--- src/rtl/effects_pipeline_mc.sv ---
// effects_pipeline_mc
//   Multi-channel gain/clip effects pipeline. Offset-binary ADC samples tagged
//   with a channel index are converted to signed Q1.(fxp_size-1), scaled by a
//   per-channel unsigned gain, saturated, then passed through a selectable
//   clipping mode. Fixed 4-cycle latency; valid and channel tags travel with
//   the data. No backpressure: one sample per cycle.
//
//   Optional build macro: EFFECTS_PEAK_HOLD_EN enables the peak-magnitude hold
//   register on o_peak. Without it o_peak is 0 and i_peak_clr is ignored.
//
// Ports
//   clk, rst          clock, asynchronous active-high reset
//   i_par_gain        packed gains, channel k at [k*gain_size +: gain_size]
//   i_par_mode        0 bypass, 1 hard clip, 2 soft clip, 3 mute
//   i_par_threshold   clip threshold magnitude T
//   valid             input sample strobe
//   i_channel         channel tag of i_sample
//   i_sample          offset-binary sample
//   o_valid           output strobe
//   o_channel         channel tag aligned with o_sample
//   o_sample          processed signed sample
//   o_clip            saturation or clipping changed the sample
//   o_peak            held peak magnitude
//   i_peak_clr        clears the peak register
module effects_pipeline_mc #(
  parameter int unsigned bits_per_level     = 12,
  parameter int unsigned bits_per_gain_frac = 4,
  parameter int unsigned gain_size          = 11,
  parameter int unsigned fxp_size           = 16,
  parameter int unsigned num_channels       = 2,
  localparam int unsigned ch_w = (num_channels > 1) ? $clog2(num_channels) : 1
) (
  input  logic                              clk,
  input  logic                              rst,
  input  logic [num_channels*gain_size-1:0] i_par_gain,
  input  logic [1:0]                        i_par_mode,
  input  logic [fxp_size-2:0]               i_par_threshold,
  input  logic                              valid,
  input  logic [ch_w-1:0]                   i_channel,
  input  logic [bits_per_level-1:0]         i_sample,
  output logic                              o_valid,
  output logic [ch_w-1:0]                   o_channel,
  output logic [fxp_size-1:0]               o_sample,
  output logic                              o_clip,
  output logic [fxp_size-2:0]               o_peak,
  input  logic                              i_peak_clr
);

  localparam int unsigned prod_w = fxp_size + gain_size + 1;

  localparam logic [1:0] mode_bypass = 2'd0;
  localparam logic [1:0] mode_hard   = 2'd1;
  localparam logic [1:0] mode_soft   = 2'd2;
  localparam logic [1:0] mode_mute   = 2'd3;

  // S0 capture
  logic                      v0;
  logic [bits_per_level-1:0] sample0;
  logic [ch_w-1:0]           ch0;
  logic [1:0]                mode0;
  logic [fxp_size-2:0]       thr0;
  logic [gain_size-1:0]      gain0;
  logic [gain_size-1:0]      gain_sel;

  // S1 convert
  logic                       v1;
  logic signed [fxp_size-1:0] x1;
  logic [ch_w-1:0]            ch1;
  logic [1:0]                 mode1;
  logic [fxp_size-2:0]        thr1;
  logic [gain_size-1:0]       gain1;
  logic signed [fxp_size-1:0] conv;

  // S2 gain + saturate
  logic                       v2;
  logic signed [fxp_size-1:0] x2;
  logic                       sat2;
  logic [ch_w-1:0]            ch2;
  logic [1:0]                 mode2;
  logic [fxp_size-2:0]        thr2;
  logic signed [prod_w-1:0]   prod;
  logic signed [prod_w-1:0]   shifted;
  logic signed [fxp_size-1:0] gained;
  logic                       pos_ovf;
  logic                       neg_ovf;

  // S3 mode
  logic                       v3;
  logic [fxp_size-1:0]        y3;
  logic                       clip3;
  logic [ch_w-1:0]            ch3;
  logic signed [fxp_size:0]   xe;
  logic [fxp_size:0]          mag_x;
  logic [fxp_size:0]          thr_e;
  logic [fxp_size:0]          mag_y;
  logic [fxp_size:0]          y_wide;
  logic [fxp_size-1:0]        y_comb;
  logic                       clip_comb;

  // Out-of-range channel index leaves gain at zero.
  always_comb begin
    gain_sel = '0;
    for (int unsigned k = 0; k < num_channels; k++) begin
      if (i_channel == ch_w'(k))
        gain_sel = i_par_gain[k*gain_size +: gain_size];
    end
  end

  always_comb begin
    conv = '0;
    conv[fxp_size-1 -: bits_per_level] =
      {~sample0[bits_per_level-1], sample0[bits_per_level-2:0]};
  end

  always_comb begin
    prod    = x1 * $signed({1'b0, gain1});
    shifted = prod >>> bits_per_gain_frac;
    // Fits in fxp_size only if all bits above the result sign match it.
    pos_ovf = !shifted[prod_w-1] &&  (|shifted[prod_w-2:fxp_size-1]);
    neg_ovf =  shifted[prod_w-1] && !(&shifted[prod_w-2:fxp_size-1]);
    if (pos_ovf)
      gained = {1'b0, {(fxp_size-1){1'b1}}};
    else if (neg_ovf)
      gained = {1'b1, {(fxp_size-1){1'b0}}};
    else
      gained = shifted[fxp_size-1:0];
  end

  // Magnitudes are one bit wider than the sample so the most-negative value
  // has a representable absolute value.
  always_comb begin
    xe     = {x2[fxp_size-1], x2};
    mag_x  = xe[fxp_size] ? unsigned'(-xe) : unsigned'(xe);
    thr_e  = {2'b00, thr2};
    mag_y  = mag_x;
    case (mode2)
      mode_hard: if (mag_x > thr_e) mag_y = thr_e;
      mode_soft: if (mag_x > thr_e) mag_y = thr_e + ((mag_x - thr_e) >> 1);
      default:   mag_y = mag_x;
    endcase
    y_wide = xe[fxp_size] ? (~mag_y + 1'b1) : mag_y;
    if (mode2 == mode_bypass) begin
      y_comb    = x2;
      clip_comb = sat2;
    end else if (mode2 == mode_mute) begin
      y_comb    = '0;
      clip_comb = 1'b0;
    end else begin
      y_comb    = y_wide[fxp_size-1:0];
      clip_comb = sat2 || (y_comb != x2);
    end
  end

  always_ff @(posedge clk or posedge rst) begin
    if (rst) begin
      v0 <= 1'b0; sample0 <= '0; ch0 <= '0; mode0 <= '0; thr0 <= '0; gain0 <= '0;
      v1 <= 1'b0; x1 <= '0; ch1 <= '0; mode1 <= '0; thr1 <= '0; gain1 <= '0;
      v2 <= 1'b0; x2 <= '0; sat2 <= 1'b0; ch2 <= '0; mode2 <= '0; thr2 <= '0;
      v3 <= 1'b0; y3 <= '0; clip3 <= 1'b0; ch3 <= '0;
      o_valid <= 1'b0; o_sample <= '0; o_clip <= 1'b0; o_channel <= '0;
    end else begin
      v0 <= valid;
      v1 <= v0;
      v2 <= v1;
      v3 <= v2;
      o_valid <= v3;
      if (valid) begin
        sample0 <= i_sample;
        ch0     <= i_channel;
        mode0   <= i_par_mode;
        thr0    <= i_par_threshold;
        gain0   <= gain_sel;
      end
      if (v0) begin
        x1 <= conv; ch1 <= ch0; mode1 <= mode0; thr1 <= thr0; gain1 <= gain0;
      end
      if (v1) begin
        x2 <= gained; sat2 <= pos_ovf || neg_ovf;
        ch2 <= ch1; mode2 <= mode1; thr2 <= thr1;
      end
      if (v2) begin
        y3 <= y_comb; clip3 <= clip_comb; ch3 <= ch2;
      end
      // Output register supplies the fourth cycle of latency.
      if (v3) begin
        o_sample <= y3; o_clip <= clip3; o_channel <= ch3;
      end
    end
  end

`ifdef EFFECTS_PEAK_HOLD_EN
  logic [fxp_size-1:0] out_mag;
  logic [fxp_size-2:0] out_mag_sat;

  always_comb begin
    out_mag     = o_sample[fxp_size-1] ? (~o_sample + 1'b1) : o_sample;
    out_mag_sat = out_mag[fxp_size-1] ? '1 : out_mag[fxp_size-2:0];
  end

  always_ff @(posedge clk or posedge rst) begin
    if (rst)
      o_peak <= '0;
    else if (i_peak_clr)
      o_peak <= '0;
    else if (o_valid && (out_mag_sat > o_peak))
      o_peak <= out_mag_sat;
  end
`else
  logic unused_peak_clr;
  assign unused_peak_clr = i_peak_clr;
  assign o_peak = '0;
`endif

endmodule

--- config.mk ---
export PLATFORM = sky130hd
export DESIGN_NAME = effects_pipeline_mc
export DESIGN_NICKNAME = d
export VERILOG_FILES = /design/src/rtl/effects_pipeline_mc.sv
export SDC_FILE = /design/constraint.sdc
export NUM_CORES = 1
export LEC_CHECK = 0
export BUFFER_PORTS_ARGS = -buffer_cell sky130_fd_sc_hd__buf_2
export CAP_MARGIN = 20
export CORE_UTILIZATION = 55
export CTS_CLUSTER_DIAMETER = 50
export DETAILED_ROUTE_END_ITERATION = 16
export PLACE_DENSITY = 0.83
export SLEW_MARGIN = 5
export SYNTH_ARGS = -nofsm -noshare
export SYNTH_HDL_FRONTEND = slang
export SYNTH_SLANG_ARGS = --single-unit
--- constraint.sdc ---
create_clock -name clk -period 6.22 [get_ports clk]
set_input_delay 1.244 -clock clk [delete_from_list [all_inputs] [get_ports clk]]
set_output_delay 1.244 -clock clk [all_outputs]
set_load 0.02 [all_outputs]
# == Word level (Yosys, flattened, before mapping) ==
# Cells that the tools add are included.
# op_classes
add_sub_neg,4
multipliers,1
order_cmp,1
n_eq_ne,4
mux,12
n_bitwise,2
reduce_logical,9
# op_table
op,count
$mux 16,7
$pmux 16 s2,1
$mul 12x12->24,1
$gt 17x15->1,1
$mux 17,1
$neg 16->17,1
$sub 17x15->17,1
$add 15x16->16,1
$add 16x1->16 const B,1
$ne 16x16->1,1
$not 16->16,1
$mux 11,1
$reduce_and 9->1,1
$reduce_or 9->1,1
$eq 2x2->1 const B,2
$eq 2x1->1 const B,1
$logic_and 1x1->1,2
$logic_not 1->1,2
$logic_not 2->1,1
$logic_or 1x1->1,2
$mux 1,2
$not 1->1,1
# totals
reg_bits,158
in_bits,56
output_inout_bits,34
elab_cells,59

# == Depth between registers and ports, before layout ==
# Gate-level depths: netlist (run 1).
# depth
ltp_word,13
mapped_depth,27
ltp_nobuf,26

# == Least setup slack after synthesis (run 1) ==
# No wires, ideal clock.
# synth_timing
kind,register to register
start,register gain1[3]
end,register x2[10]
setup_time_ns,0.137
arrival_ns,6.202
t_required_ns,6.083
setup_slack_ns,-0.119
stages_incl_launch_ff,26
path_buffers,2
period_less_slack_ns,6.339
path_cell_list,dfrtp_1 > clkbuf_1 > nand2_1 > fa_1 > inv_1 > fa_1 > inv_1 > fa_1 > inv_1 > fa_1 > fa_1 > ha_1 > nor3_1 > inv_1 > a211oi_1 > o31a_1 > o21ai_0 > o311ai_0 > a21oi_1 > a21o_1 > a211oi_1 > a211o_1 > a31oi_1 > nor2b_1 > clkbuf_1 > a21oi_1
# synth_between
elab_chain_len,6
word_cells_on_any_way,9
classes_between,mul (1); mux (2); reduce/logical (6)
# synth_rtl
element,line_no,rtl
from (decl),71,logic [gain_size-1:0] gain1;
from (signal assigned),175,x1 <= conv; ch1 <= ch0; mode1 <= mode0; thr1 <= thr0; gain1 <= gain0;
$mul 12x12->24 *,116,"prod = x1 * $signed({1'b0, gain1});"
$reduce_and 9->1,120,neg_ovf = shifted[prod_w-1] && !(&shifted[prod_w-2:fxp_size-1]);
$logic_not 1->1,120,
$logic_and 1x1->1,120,
$mux 16,123,else if (neg_ovf)
$mux 16 *,121,if (pos_ovf)
to (signal assigned),178,x2 <= gained; sat2 <= pos_ovf || neg_ovf;
to (decl),76,logic signed [fxp_size-1:0] x2;
# Every way passes the cells marked *; elsewhere a longest branch is shown, timed or not.
# A chain may end at the register's enable or synchronous reset.

# == Worst setup path after layout (run 1) ==
# layout_timing
start,register x1[9]
end,register x2[12]
# layout_between
elab_chain_len,6
word_cells_on_any_way,9
classes_between,mul (1); mux (2); reduce/logical (6)
# layout_rtl
element,line_no,rtl
from (decl),67,logic signed [fxp_size-1:0] x1;
from (signal assigned),175,
$mul 12x12->24 *,116,
$reduce_and 9->1,120,
$logic_not 1->1,120,
$logic_and 1x1->1,120,
$mux 16,123,
$mux 16 *,121,
# Marks and branches as above.

==> impl_results.md, run 1 <==
- Status: complete, but fails checks
- Violated checks: DRC
- Arr. time, crit path: 6.43 ns
- Initial antenna violation count: 0
- Yosys top cell by area: dfrtp_1
- Nets: 1911
- Worst skew pair latency: 0.46 ns
- Vias: 11300
- Fillers: 1931
- Placed Cells: 1933
- Post-synth top area share: 0.273
- Most frequent CP cell: fa_1
- Top_reg_cell synth: dfrtp_1
- Post-synthesis register bit count: 158
- Register area share after synthesis: 0.273
- Number of antenna diodes: 0
- CP bufs+invs: 5
- Critical path cell sequence: buf_6 -> and2_1 -> fa_1 -> fa_1 -> inv_1 -> fa_1 -> fa_2 -> inv_1 -> fa_1 -> ha_2 -> or3_4 -> a311oi_4 -> o31ai_2 -> a21oi_1 -> xnor2_1 -> or4_4 -> nor3_4 -> a21o_1 -> a31oi_4 -> nor2b_2 -> buf_4 -> buf_8 -> a21oi_2
- Distinct cells, synth: 81
- H-tree levels: 4
- Final min period: 6.11 ns
- Max Clk Rate: 0.164 GHz
- FF/Latch Area: 3960 µm²
- Row count: 59
- CTS max path bufs: 2
- Synth Cell Area: 14500 µm²
- Max incr delay on CP: 0.53 ns
- WP data required: 6.54 ns
- Root buffer cell: clkbuf_16
- Area of the multi-input gates: 9890 µm²
- Most frequent cell after synthesis: inv_1
- Routability cong.: 0.952
- Core ar.: 26000 µm²
- # clock sinks: 158
- GRT Overall Usage: 0.263
- Number of port buffers: 73
- Pins over their slew limit: 0
- First-pass GRT wire length: 55500 µm
- Die Area: 27000 µm²
- Final HPWL DP: 26300 µm
- Fin crit share: 0.982
- Max-cap violations: 0
- Cells after Synth: 1509
- DIE WIDTH: 164 µm
- Ys Warns: 0
- Synth top area cells: dfrtp_1 27%, fa_1 18%, ha_1 7.8%
- Clk slew on worst S/H paths: 0.08 ns
- Grt ovf: 0
- DRC: 2
- Setup violators final: 0
- Fin Hold WS: 0.452 ns
- Commonest cells post-synth: 194 x inv_1, 158 x dfrtp_1, 149 x nand2_1
- Crit-path slowest cell: fa_2
- ANT nets after route: 0
- Crit path max-delay family: adder cells
- Share of synthesized registers carrying an async set or reset: 1.00
- DR WL/cell: 17.6 µm
- DIE HEIGHT: 164 µm
- Ports: 90
- Worst-path fanout max: 6
- Hold Crit Class: reg2reg
- Post-synth EDFFs: 0
- WS Path Type: reg2reg
- CTS tree: yes
- Worst Tran Pin Value: 1.08 ns
- Final WL: 35000 µm
- CTS buffer count: 17
- Via density: 5.70
- Initial Util: 0.558
- Post-route setup TNS: 0 ns
- RSZ-0062 raised after global routing: yes
- Final Non-Filler Cells: 1985
- Ratio of cells with drive above 1 in the final layout: 0.258
- Vias in the first global route: 11300
- Area growth from synthesis to layout: 15.9%
- DRT Pass-1 Iters: 14
- Avg Inst Size Synth: 9.61 µm²
- Final hold vios: 0
- Worst slew margin: 0.280
- Number of DRC markers in iteration 0: 744
- CP Launch Type: flop
- Largest net degree at the start of global routing: 109
- Clock Skew: 0.0231 ns
- Worst setup EP type: flop
## kinds of logic after synthesis
group / share of synthesized area
flip-flops: 0.273
other: 0.000258
adder cells (fa/ha/maj): 0.254
AND/OR/NAND/NOR: 0.130
AO/OA/AOI/OAI: 0.124
buffers and inverters: 0.0840
multiplexers: 0.0834
XOR/XNOR: 0.0518
## cells in the final DEF, fill, tap and decap left out, types with 23 or more instances in the layout
cell type,n
xor2_1,23
dfrtp_1,152
xnor2_1,53
nand2_1,146
buf_2,74
o21ai_0,44
and2_1,65
mux2_2,94
buf_4,94
ha_1,81
fa_1,122
a21oi_1,70
inv_1,191
nor2_1,75
## registers in the layout, summed over array words and instances (netlist names), 2 cells and up
signal / count
gain0: 11
gain1: 11
mode0: 2
mode1: 2
mode2: 2
o_sample: 16
sample0: 12
thr0: 15
thr1: 15
thr2: 15
x1: 12
x2: 16
y3: 16
## what timing repair did
item | 4_1_cts | 5_1_grt
resized for setup | 1 | 123
pin swaps | 0 | 65
endpoints found under the setup margin | 1 | 21
hold buffers | 0 | 0
gates cloned | 0 | 2
buffers inserted | 0 | 17
## path summary, 6_finish.rpt
path	from	to	slack (ns)	cells after the start
worst max-delay path	x1[9]	x2[12]	0.11	23
worst min-delay path	sample0[11]	x1[15]	0.45	1
worst max register to register	x1[9]	x2[12]	0.11	23
worst min register to register	sample0[11]	x1[15]	0.45	1
max in group asynchronous	rst	y3[2]	4.01	3
min in group asynchronous	rst	thr0[1]	1.03	2
## area by class of cell
cell class,count,area share
clock buffer,18,0.0255
sequential,158,0.235
timing repair buffer,181,0.0739
clock inverter,14,0.00878
inverter,194,0.0436
tap,335,0.0249
multi-input combinational,1085,0.588
## layer usage
layer,GRT usage,up-vias,share of wire
li1,-,5244,-
met5,0,-,0
met1,0.342,5584,0.42
met2,0.454,394,0.50
met4,0.0938,0,0.028
met3,0.0306,98,0.047
## per-stage QoR
| step | utilization | setup WS, ns | cell area [µm²] |
|---|---|---|---|
| 6_report | 0.647 | 0.114 | 16800 |
| 5_1_grt | 0.647 | -0.0895 | 16800 |
| 3_3_place_gp | 0.598 | 0.0959 | 15500 |
| 4_1_cts | 0.620 | 0.0114 | 16100 |
| 3_5_place_dp | 0.598 | 0.0125 | 15500 |
| 2_1_floorplan | - | 0.0186 | 14600 |
Power of run 1 is left out: the tool's default activity adds up to more than one toggle a clock period on the data nets, which glitch-free logic cannot reach.
==> run 2, diff against run 1 <==
clock period = 4.9 ns   (was 6.22 ns; I/O delays follow)
==> run 2 against run 1 <==
Sequential share of layout area down 3.2 points. Via count grew 21%. Utilization is 11 points higher. Critical path depth is 2 higher. Global-route usage up 7.3 points. The flow finishes with violations (setup timing). First-iteration DRC count up 98%. Register-to-register slack got worse by 1.4 ns. Clock skew fell by 0.011 ns. Routed wire length rose by 41%. Non-clock buffer count increased by 224.
==> impl_results.md, run 2 (same netlist as run 1, synthesis figures left out) <==
- WP data required: 5.27 ns
- Max incr delay on CP: 0.60 ns
- GRT Overall Usage: 0.336
- # clock sinks: 158
- Area growth from synthesis to layout: 34.7%
- Worst Tran Pin Value: 1.12 ns
- Final HPWL DP: 29500 µm
- WS Path Type: reg2reg
- Crit-path slowest cell: fa_1
- Final WS setup: -1.32 ns
- Reg2reg end: x2[4]
- H-tree levels: 4
- Most frequent CP cell: fa_1
- CTS max path bufs: 2
- Via density: 6.22
- Ports: 90
- Area of the multi-input gates: 10800 µm²
- Fin crit share: 1.27
- Initial Util: 0.558
- Ratio of cells with drive above 1 in the final layout: 0.406
- DIE HEIGHT: 164 µm
- Reg2reg setup slack: -1.32 ns
- Grt ovf: 0
- Worst reg2reg startpoint: gain1[5]
- DR WL/cell: 22.4 µm
- Final WL: 49400 µm
- Setup crit start: gain1[5]
- Pins over their slew limit: 0
- Clk slew on worst S/H paths: 0.07 ns
- Setup violators final: 34
- Top Registers: o_sample x16, x2 x16, y3 x16
- Worst setup EP type: flop
- Fin Hold WS: 0.440 ns
- Row count: 59
- DRC: 0
- Placed Cells: 2114
- Root buffer cell: clkbuf_16
- Vias: 13700
- Worst R2R Path Depth: 25
- Final hold vios: 0
- CTS buffer count: 17
- CP Launch Type: flop
- Worst skew pair latency: 0.45 ns
- DRT Pass-1 Iters: 6
- Fillers: 1446
- ANT nets after route: 0
- Violated checks: setup timing
- Number of port buffers: 73
- Number of DRC markers in iteration 0: 1472
- FF/Latch Area: 3970 µm²
- CTS tree: yes
- Worst-path fanout max: 6
- Final min period: 6.22 ns
- Core ar.: 26000 µm²
- Most frequent cells in the layout: 298 x buf_4, 189 x inv_1, 143 x dfrtp_1
- Clock Skew: 0.0123 ns
- Arr. time, crit path: 6.59 ns
- Max-cap violations: 0
- Final Non-Filler Cells: 2210
- Initial antenna violation count: 2
- CTS Hold Bufs: 0
- RSZ-0062 raised after global routing: yes
- Largest net degree at the start of global routing: 65
- Die Area: 27000 µm²
- Hold Crit Class: in2async
- First-pass GRT wire length: 70300 µm
- DIE WIDTH: 164 µm
- Pre-CTS setup slack: -1.17 ns
- Nets: 2135
- Max Clk Rate: 0.161 GHz
- Worst slew margin: 0.244
- Vias in the first global route: 13700
- Commonest non-fill, non-tap cell in the layout: buf_4
- Routability cong.: 0.919
- Status: complete, but fails checks
[run 2: changes by cell type in the layout (fill, tap and decap cells not counted), sizes merged]
cell / change
clkbuf: +2
buf: +223
diode: +1
bufinv: +1
clkinv: -2
[run 2: worst max-delay path, delay by kind of cell, from the launching register on]
kind | cells | cell delay, ns
fa+ha+maj | 6 | 2.83
compound gates | 8 | 1.81
buf+inv | 6 | 0.68
flops | 1 | 0.38
simple gates | 4 | 0.29
xor+xnor | 1 | 0.16
[run 2: layout make-up]
| cell class | instances | share of cell area |
|---|---|---|
| tap | 335 | 0.0214 |
| inverter | 194 | 0.0374 |
| clock inverter | 13 | 0.00736 |
| antenna | 1 | 0.000128 |
| sequential | 158 | 0.203 |
| clock buffer | 19 | 0.0227 |
| multi-input combinational | 1085 | 0.552 |
| timing repair buffer | 405 | 0.156 |
[run 2: worst max path at each step]
stage                        end  slack (ns)
after floorplan           x2[11]       -0.76
after global placement      sat2       -0.97
after detailed placement    sat2       -1.17
after CTS                  x2[0]       -1.07
after global routing       x2[4]       -1.46
final                      x2[4]       -1.32
[run 2: metrics by stage]
step | instance area, µm² | setup TNS [ns] | util
6_report | 19600 | -32.40 | 0.752
5_1_grt | 19500 | -36.71 | 0.752
4_1_cts | 18900 | -21.02 | 0.729
3_5_place_dp | 17200 | -25.16 | 0.662
3_3_place_gp | 17200 | -20.81 | 0.662
2_1_floorplan | 14900 | -12.27 | -
[run 2: repair_timing]
item	CTS	global route
setup endpoints to repair	33	33
gates resized for setup	166	87
pin swaps	90	81
cloned	0	1
setup buffers	54	23
[run 2: routing by layer]
layer,vias to the layer above,track usage,wire (µm),share of wire
li1,5693,-,-,-
met1,6628,0.401,17400,0.35
met2,1020,0.584,23500,0.48
met3,405,0.0568,4510,0.091
met4,2,0.173,3960,0.080
met5,-,0,13,0.00026
Power of run 2 is left out for the same reason.
==> run 3, diff against run 2 <==
BUFFER_PORTS_ARGS = -buffer_cell sky130_fd_sc_hd__buf_4   (was -buffer_cell sky130_fd_sc_hd__buf_2)
CORE_UTILIZATION = 57   (was 55)
PLACE_DENSITY = 0.86   (was 0.83)
SKIP_LAST_GASP = 1   (was unset)
==> run 3 against run 2 <==
The flow still finishes with violations (setup timing). Utilization grew 2.9 points. Global-route usage grew 2.5 points. Final cell count shrank 0.45%. Critical path type unchanged.
==> impl_results.md, run 3 (same netlist as run 1, synthesis figures left out) <==
- Crit-path slowest cell: fa_1
- DRC: 0
- DIE HEIGHT: 162 µm
- Worst-path fanout max: 8
- WP data required: 5.28 ns
- Most frequent cells in the layout: 364 x buf_4, 182 x inv_1, 142 x dfrtp_1
- Nets: 2133
- Final HPWL DP: 31100 µm
- Core ar.: 25100 µm²
- CTS Hold Bufs: 0
- Crit path max-delay family: adder cells
- Via density: 6.37
- Final core utilization: 0.781
- Row count: 58
- Final hold vios: 0
- CP bufs+invs: 6
- Ratio of cells with drive above 1 in the final layout: 0.410
- Grt ovf: 0
- Max-cap violations: 0
- Worst slew margin: 0.129
- Initial antenna violation count: 0
- Area growth from synthesis to layout: 35.2%
- Clock Skew: 0.0159 ns
- Worst skew pair latency: 0.46 ns
- Ports: 90
- Number of DRC markers in iteration 0: 1653
- Clk slew on worst S/H paths: 0.07 ns
- Max incr delay on CP: 0.70 ns
- Arr. time, crit path: 6.86 ns
- # clock sinks: 158
- Status: complete, but fails checks
- Max Clk Rate: 0.154 GHz
- RSZ-0062 raised after global routing: yes
- Largest net degree at the start of global routing: 159
- Post-route setup TNS: -34.56 ns
- First-pass GRT wire length: 73200 µm
- CTS max path bufs: 2
- Hold Crit Class: reg2reg
- Vias in the first global route: 14000
- Initial Util: 0.578
- Setup violators final: 34
- Worst Tran Pin Value: 1.31 ns
- WS Path Type: reg2reg
- Worst setup EP type: flop
- Root buffer cell: clkbuf_16
- Pins over their slew limit: 0
- Fin crit share: 1.32
- Most frequent CP cell: fa_1
- Vias: 14000
- Commonest non-fill, non-tap cell in the layout: buf_4
- GRT Overall Usage: 0.362
- Number of port buffers: 73
- DR WL/cell: 24.5 µm
- Violated checks: setup timing
- Die Area: 26100 µm²
- CTS buffer count: 17
- Fillers: 1327
- Final min period: 6.48 ns
- H-tree levels: 4
- Final WL: 53900 µm
- Top Registers: o_sample x16, x2 x16, y3 x16
- DRT Pass-1 Iters: 7
- CP Launch Type: flop
- Pre-CTS setup slack: -1.15 ns
- Final WS setup: -1.58 ns
- ANT nets after route: 0
- Routability cong.: 0.968
- CTS tree: yes
- Number of antenna diodes: 0
- Fin Hold WS: 0.465 ns
- DIE WIDTH: 162 µm
run 3: final timing paths:
path                        startpoint  endpoint  slack, ns  cells past startpoint
max in group asynchronous          rst    y3[13]       3.48                      3
hold reg to reg            sample0[11]    x1[15]       0.46                      1
setup reg to reg              gain1[6]     x2[4]      -1.58                     25
min in group asynchronous          rst        v0       0.78                      3
setup / recovery              gain1[6]     x2[4]      -1.58                     25
hold / removal             sample0[11]    x1[15]       0.46                      1
run 3: routing by layer:
metal,wire [µm],part of all wire,track usage
met5,0,0,0
met4,4840,0.090,0.224
met3,6100,0.11,0.0858
met1,18300,0.34,0.424
met2,24700,0.46,0.601
run 3: repair_timing:
item	CTS	global route
endpoints found under the setup margin	32	34
resized for setup	131	142
setup buffers	42	37
pin swaps	101	120
run 3: worst register-to-register path: stages, from the launching register on:
cell	delay [ns]
dfrtp_2	0.44
buf_4	0.16
and2_1	0.17
fa_1	0.45
inv_1	0.10
fa_1	0.23
inv_1	0.18
fa_1	0.70
inv_1	0.13
fa_1	0.56
inv_1	0.06
fa_1	0.53
ha_4	0.23
nand3_1	0.10
nand2_1	0.15
a311oi_4	0.41
nor2_2	0.09
a211o_1	0.32
a21oi_2	0.18
xnor2_2	0.16
nand4_1	0.19
or3_4	0.37
nand3_4	0.10
buf_6	0.15
nand2_1	0.11
a21oi_2	0.15
run 3: per-stage QoR:
stage / cells / instance area (µm²)
global placement: 2109 / 17400
detailed placement: 2109 / 17400
finish: 2200 / 19600
floorplan: 1523 / 14900
global route: 2200 / 19600
CTS: 2178 / 18800
run 3: area by class of cell:
class	instances	area [µm²]	share of cell area
Sequential cell	158	3970	0.203
Tap cell	330	413	0.0210
Multi-Input combinational cell	1085	10800	0.549
Clock inverter	13	108	0.00549
Clock buffer	17	425	0.0217
Inverter	194	732	0.0373
Timing Repair Buffer	403	3190	0.163
Power of run 3 is left out for the same reason.
